[src/rtl/stg_pkg.sv]
// Shared stage definitions: player hit-controller state encoding and the
// lives/iframe defaults also consumed by the HUD.
package stg_pkg;

    typedef enum logic [1:0] {
        ST_ALIVE     = 2'd0,
        ST_HIT       = 2'd1,
        ST_INVULN    = 2'd2,
        ST_GAME_OVER = 2'd3
    } player_state_e;

    localparam int unsigned LIVES_W            = 3;
    localparam int unsigned FRAME_CNT_W        = 8;
    localparam int unsigned IFRAME_W           = 8;
    localparam int unsigned LIVES_INIT_DEFAULT = 3;
    localparam int unsigned IFRAMES_DEFAULT    = 120;

endpackage

[src/rtl/frame_overlap_latch.sv]
// Accumulates player/enemy pixel overlap across a frame; overlap_eval is the
// frame's verdict, valid in the frame_tick cycle (includes that cycle's pixel).
module frame_overlap_latch (
    input  logic clk,
    input  logic reset,
    input  logic frame_tick,
    input  logic video_on,
    input  logic player_on,
    input  logic enemy_on,
    input  logic bullet_on,
    output logic overlap_eval
);

    logic overlap_now;
    logic overlap_flag_q, overlap_flag_d;

    always_comb begin
        overlap_now    = video_on & player_on & (enemy_on | bullet_on);
        overlap_eval   = overlap_flag_q | overlap_now;
        overlap_flag_d = frame_tick ? 1'b0 : overlap_eval;
    end

    always_ff @(posedge clk or posedge reset) begin
        if (reset) begin
            overlap_flag_q <= 1'b0;
        end else begin
            overlap_flag_q <= overlap_flag_d;
        end
    end

endmodule

[src/rtl/player_hit_ctrl.sv]
// Player hit resolution: lives, invincibility frames, blink and game-over.
// PLAYER_GOD_MODE_EN: hits still register but never cost a life.
module player_hit_ctrl
    import stg_pkg::*;
#(
    parameter int unsigned LIVES_INIT  = LIVES_INIT_DEFAULT,
    parameter int unsigned IFRAMES     = IFRAMES_DEFAULT,
    parameter int unsigned BLINK_SHIFT = 3
) (
    input  logic               clk,
    input  logic               reset,
    input  logic               frame_tick,
    input  logic               video_on,
    input  logic               player_on,
    input  logic               enemy_on,
    input  logic               bullet_on,
    input  logic               restart,
    output logic [LIVES_W-1:0] lives,
    output logic               hit_pulse,
    output logic               invincible,
    output logic               player_visible,
    output logic               game_over
);

    localparam logic [LIVES_W-1:0]  LIVES_RST  = LIVES_W'(LIVES_INIT);
    localparam logic [IFRAME_W-1:0] IFRAMES_LD = IFRAME_W'(IFRAMES);

    player_state_e          state_q, state_d;
    logic [LIVES_W-1:0]     lives_q, lives_d;
    logic [IFRAME_W-1:0]    iframe_cnt_q, iframe_cnt_d;
    logic [FRAME_CNT_W-1:0] frame_cnt_q, frame_cnt_d;
    logic                   overlap_eval;

    frame_overlap_latch u_overlap (
        .clk          (clk),
        .reset        (reset),
        .frame_tick   (frame_tick),
        .video_on     (video_on),
        .player_on    (player_on),
        .enemy_on     (enemy_on),
        .bullet_on    (bullet_on),
        .overlap_eval (overlap_eval)
    );

    always_comb begin
        state_d      = state_q;
        lives_d      = lives_q;
        iframe_cnt_d = iframe_cnt_q;
        frame_cnt_d  = frame_cnt_q + {{(FRAME_CNT_W-1){1'b0}}, frame_tick};

        case (state_q)
            ST_ALIVE: begin
                if (frame_tick && overlap_eval) state_d = ST_HIT;
            end
            ST_HIT: begin
`ifdef PLAYER_GOD_MODE_EN
                iframe_cnt_d = IFRAMES_LD;
                state_d      = ST_INVULN;
`else
                if (lives_q <= LIVES_W'(1)) begin
                    lives_d = '0;
                    state_d = ST_GAME_OVER;
                end else begin
                    lives_d      = lives_q - LIVES_W'(1);
                    iframe_cnt_d = IFRAMES_LD;
                    state_d      = ST_INVULN;
                end
`endif
            end
            ST_INVULN: begin
                // Leaving on the last tick skips that frame's overlap verdict.
                if (frame_tick) begin
                    iframe_cnt_d = iframe_cnt_q - IFRAME_W'(1);
                    if (iframe_cnt_q <= IFRAME_W'(1)) state_d = ST_ALIVE;
                end
            end
            ST_GAME_OVER: begin
                if (restart) begin
                    state_d      = ST_ALIVE;
                    lives_d      = LIVES_RST;
                    iframe_cnt_d = '0;
                end
            end
            default: state_d = ST_ALIVE;
        endcase
    end

    always_ff @(posedge clk or posedge reset) begin
        if (reset) begin
            state_q      <= ST_ALIVE;
            lives_q      <= LIVES_RST;
            iframe_cnt_q <= '0;
            frame_cnt_q  <= '0;
        end else begin
            state_q      <= state_d;
            lives_q      <= lives_d;
            iframe_cnt_q <= iframe_cnt_d;
            frame_cnt_q  <= frame_cnt_d;
        end
    end

    always_comb begin
        lives          = lives_q;
        hit_pulse      = (state_q == ST_HIT);
        invincible     = (state_q == ST_INVULN);
        game_over      = (state_q == ST_GAME_OVER);
        player_visible = !game_over && (!invincible || !frame_cnt_q[BLINK_SHIFT]);
    end

endmodule

[config.mk]
export PLATFORM = sky130hd
export DESIGN_NAME = player_hit_ctrl
export DESIGN_NICKNAME = d
export VERILOG_FILES = /design/src/rtl/stg_pkg.sv /design/src/rtl/frame_overlap_latch.sv /design/src/rtl/player_hit_ctrl.sv
export SDC_FILE = /design/constraint.sdc
export NUM_CORES = 1
export LEC_CHECK = 0
export CAP_MARGIN = 20
export CORE_UTILIZATION = 52
export DETAILED_ROUTE_END_ITERATION = 6
export PLACE_DENSITY_LB_ADDON = 0.12
export REMOVE_ABC_BUFFERS = 1
export SYNTH_ARGS = -nofsm -noshare
export SYNTH_HDL_FRONTEND = slang
export SYNTH_SLANG_ARGS = --single-unit
[constraint.sdc]
create_clock -name clk -period 2.45 [get_ports clk]
set_clock_uncertainty 0.15 [all_clocks]
set_input_delay 0.245 -clock clk [delete_from_list [all_inputs] [get_ports clk]]
set_output_delay 0.245 -clock clk [all_outputs]
set_load 0.02 [all_outputs]
==> results.md <==
Power:
- In this run the power density over the cells is 1220 nW/um^2.
- IR analysis of the VDD net gives a maximum drop of 0.665 mV.
- Power comes to 1.49 mW.
- The static leakage is 0.513 nW.

Global routing:
- The number of antenna violations at the first check in global routing is 0.
- The first global-routing pass estimated 3390 microns of wire.
- For this run the aggregate overflow at the end of global routing stands at 0.
- The via count of the first global-routing pass is 776.
- The overall track demand over capacity in global routing is 22.5%.
- The maximum number of pins on one net before global-route repair is 19.

Yosys:
- In this run the cell area of the synthesized design comes to 1020 sq um.
- Ranked by total cell area, the synthesized netlist is headed by sky130_fd_sc_hd__dfrtp_1 39%, sky130_fd_sc_hd__ha_1 7.4%, sky130_fd_sc_hd__dfstp_2 5.2%.
- The gate count of the mapped netlist is 106.
- In this run, synthesis produced a sequential element count of 18.
- Each instance of the synthesized netlist takes up on average 9.61 sq um.
- The biggest area consumer among synthesized cells is sky130_fd_sc_hd__dfrtp_1.
- Yosys mapped the design onto 35 distinct sky130hd cell types.
- During synthesis, Yosys emitted a total of 0 warnings.
- The share of the synthesized area in the top cell type is 39.3%.
- The share of synthesized area occupied by flip-flops and latches is 44.5%.

STA:
- The achievable clock frequency is 438 MHz.
- Headroom to the max-slew limit came out at 55.0%.
- The slew at the pin with the worst max-slew slack is 0.675 ns.
- The count of final max-slew check failures was 0.
- Setup violations remaining at the end of the flow were counted as 0.
- The smallest clock period supported by the final layout is computed as 2.28 ns.
- Setup repair after global routing left no endpoint under its margin.
- The final-report hold violation count came to 0.
- The setup slack after layout is 0.166 ns.
- The final-layout setup total negative slack is 0 ns.
- In the finished design, the share of the clock period the worst path needs comes to 93.2%.

Worst setup path:
- The worst setup path endpoint is invincible.
- The critical path launch point type is a flop.
- The startpoint identified for the worst register-to-register timing path is iframe_cnt_q[0]$_DFFE_PP0P_.
- The worst setup path is captured at an output pin.
- The maximum fanout along the worst path is 12.
- The signal arrival time at the worst endpoint is 1.89 ns.
- The critical path is of the reg -> out type.
- The endpoint of the lowest-slack register-to-register path is iframe_cnt_q[6]$_DFFE_PP0P_.
- In this run the worst setup path begins at state_q[0]$_DFFE_PP0P_.
- The required time of the critical path is 2.06 ns.
- The worst register-to-register path has a setup slack of 0.36 ns.
- Measured in cells, the most critical reg-to-reg path has a length of 6.

Die:
- The width of the die is 46.3 microns.
- Measured along the y axis, the die boundary spans 46.3 microns.
- The placement row count is 15.
- The core footprint is 1780 sq um.
- For this configuration, the core starts out at a cell density of 57.1%.
- The overall die area is 2140 sq um.
- The I/O pin count is 15.

Route:
- After detailed routing, the average wire length per cell comes to 13.0 microns.
- The final routed DRC violation total is 0.
- The aggregate routed wire length is 1930 microns.
- The first-pass iteration count of the detailed router is 4.
- The number of nets with antenna violations after routing is 0.
- The detailed-route via count is 841.
- The ratio of routed vias to standard cells is 5.64.
- After the first detailed-routing iteration, the DRC count stood at 10.

Clock tree:
- The clock passes through at most 2 buffers.
- The root buffer cell is sky130_fd_sc_hd__clkbuf_4.
- The clock latency reported for the late side of the worst-skew pair is 0.29 ns.
- The clock input transition at the sequential cells of the worst setup and hold paths is 0.10 ns.
- Gates resized during post-CTS repair numbered 0.
- The number of buffers added for setup after CTS is 0.
- CTS built an H-tree with a depth of 1.
- TritonCTS built the clock tree.
- The clock sink count is 18.
- The total of hold buffers inserted after clock tree synthesis is 0.
- The number of clock buffers inserted by TritonCTS is 3.

Cells and area:
- The synthesis-to-layout area growth is 19.7%.
- Leaving out fill and tap cells, the most frequent cells in the layout are 16 x sky130_fd_sc_hd__dfrtp_1, 14 x sky130_fd_sc_hd__clkdlybuf4s50_1, 10 x sky130_fd_sc_hd__nand2_1, 9 x sky130_fd_sc_hd__inv_1, 9 x sky130_fd_sc_hd__o21ai_0.
- The antenna diode count is 0.
- The final standard cell count with taps included and fillers excluded is 149.
- The library cell used most frequently in the layout, excluding fill and tap cells, is sky130_fd_sc_hd__dfrtp_1.
- The fraction of layout cells with a size suffix above 1 is 11.3%.
- At the end of the flow, the number of nets in the layout was 139.

Placed design:
- The number of buffers inserted by port buffering is 14.
- OpenSTA, run right after detailed placement, puts the worst setup slack at 0.299 ns.
- At the end of routability-driven placement, the weighted congestion stood at 0.783.
- Counting tap cells, the placed design contains a total of 145 instances.
- The wire-length estimate of the detail-placed layout is 1440 microns.

Run:
- The total of max-cap violations is 0.

Run status:
- The run finished with clean final reports.

Hold path:
- The min-delay analysis places its worst path in the category in -> async.
[area by class of cell]
class / count / area [sq um]
sequential: 18 / 453
multi-input combinational: 77 / 509
inverter: 9 / 33.8
fill: 154 / 564
tap: 25 / 31.3
clock buffer: 4 / 36.3
timing repair buffer: 16 / 155
[per-stage QoR]
stage               hold WS (ns)  instance area, sq um  util (%)
floorplan                 0.0321                   996         -
finish                     0.189                  1220      68.4
detailed placement         0.311                  1180      66.3
global placement           0.304                  1180      66.3
global route               0.280                  1220      68.4
CTS                        0.203                  1220      68.4
[Yosys cell counts]
library cell / number
sky130_fd_sc_hd__dfrtp_1: 16
sky130_fd_sc_hd__nand2_1: 10
sky130_fd_sc_hd__inv_1: 9
sky130_fd_sc_hd__o21ai_0: 9
sky130_fd_sc_hd__a21oi_1: 6
sky130_fd_sc_hd__ha_1: 6
sky130_fd_sc_hd__nor2_1: 6
sky130_fd_sc_hd__a31oi_1: 3
sky130_fd_sc_hd__nand3_1: 3
sky130_fd_sc_hd__nor3_1: 3
sky130_fd_sc_hd__o22a_1: 3
sky130_fd_sc_hd__a22oi_1: 2
sky130_fd_sc_hd__and2_1: 2
sky130_fd_sc_hd__buf_6: 2
sky130_fd_sc_hd__dfstp_2: 2
sky130_fd_sc_hd__nand2b_1: 2
sky130_fd_sc_hd__nand3b_1: 2
sky130_fd_sc_hd__o31ai_1: 2
sky130_fd_sc_hd__or3_1: 2
sky130_fd_sc_hd__a32oi_2: 1
sky130_fd_sc_hd__mux2_2: 1
sky130_fd_sc_hd__nor2b_1: 1
sky130_fd_sc_hd__nor3b_1: 1
sky130_fd_sc_hd__o211ai_1: 1
sky130_fd_sc_hd__o21ba_2: 1
sky130_fd_sc_hd__o21bai_1: 1
sky130_fd_sc_hd__o22a_2: 1
sky130_fd_sc_hd__o2bb2ai_1: 1
sky130_fd_sc_hd__or2_2: 1
sky130_fd_sc_hd__or2b_1: 1
sky130_fd_sc_hd__or2b_2: 1
sky130_fd_sc_hd__or3b_1: 1
sky130_fd_sc_hd__or4_1: 1
sky130_fd_sc_hd__xnor2_1: 1
sky130_fd_sc_hd__xor2_1: 1
[how the worst min path moves through the flow]
| stage | to | slack [ns] | cells past startpoint | startpoint |
|---|---|---|---|---|
| 2_1_floorplan | frame_cnt_q[0]$_DFF_PP0_ | 0.03 | 1 | reset |
| 3_3_place_gp | frame_cnt_q[0]$_DFF_PP0_ | 0.30 | 1 | frame_cnt_q[0]$_DFF_PP0_ |
| 3_5_place_dp | frame_cnt_q[0]$_DFF_PP0_ | 0.31 | 1 | frame_cnt_q[0]$_DFF_PP0_ |
| 4_1_cts | frame_cnt_q[1]$_DFF_PP0_ | 0.20 | 2 | reset |
| 5_1_grt | frame_cnt_q[3]$_DFF_PP0_ | 0.28 | 2 | reset |
| 6_report | frame_cnt_q[2]$_DFF_PP0_ | 0.19 | 2 | reset |
[worst max-delay path, cell delays in order (launching register included)]
cell and delay [ns]:
sky130_fd_sc_hd__dfrtp_1 0.53, sky130_fd_sc_hd__nand2b_1 0.29, sky130_fd_sc_hd__inv_1 0.15, sky130_fd_sc_hd__clkdlybuf4s50_1 0.62
[power by group]
part | switching, mW | internal (mW) | total (mW)
Clock | 0.0911 | 0.0906 | 0.182
Combinational | 0.370 | 0.353 | 0.723
Sequential | 0.151 | 0.433 | 0.584
Total | 0.612 | 0.877 | 1.49
[routing by layer]
layer	global-route usage, %	share of wire [%]
met5	0	0
met4	8.82	1.8
met3	3.53	1.9
met2	37.5	47
met1	29.1	49
[sequential cells by signal, summed over array words and instances (netlist names)]
signal	count
lives	3
iframe_cnt_q	8
state_q	2
u_overlap.overlap_flag_q	1
frame_cnt_q	4
[cells by family after synthesis]
group                      synth area share, %
buffers and inverters                     5.53
xor gates and xnor gates                  1.72
muxes                                     1.11
and+or+nand+nor                           19.2
DFF                                       44.5
adders and majority gates                 7.37
AOI/OAI and AO/OA                         20.6
Note: power is estimated with default switching activity, not from simulation.
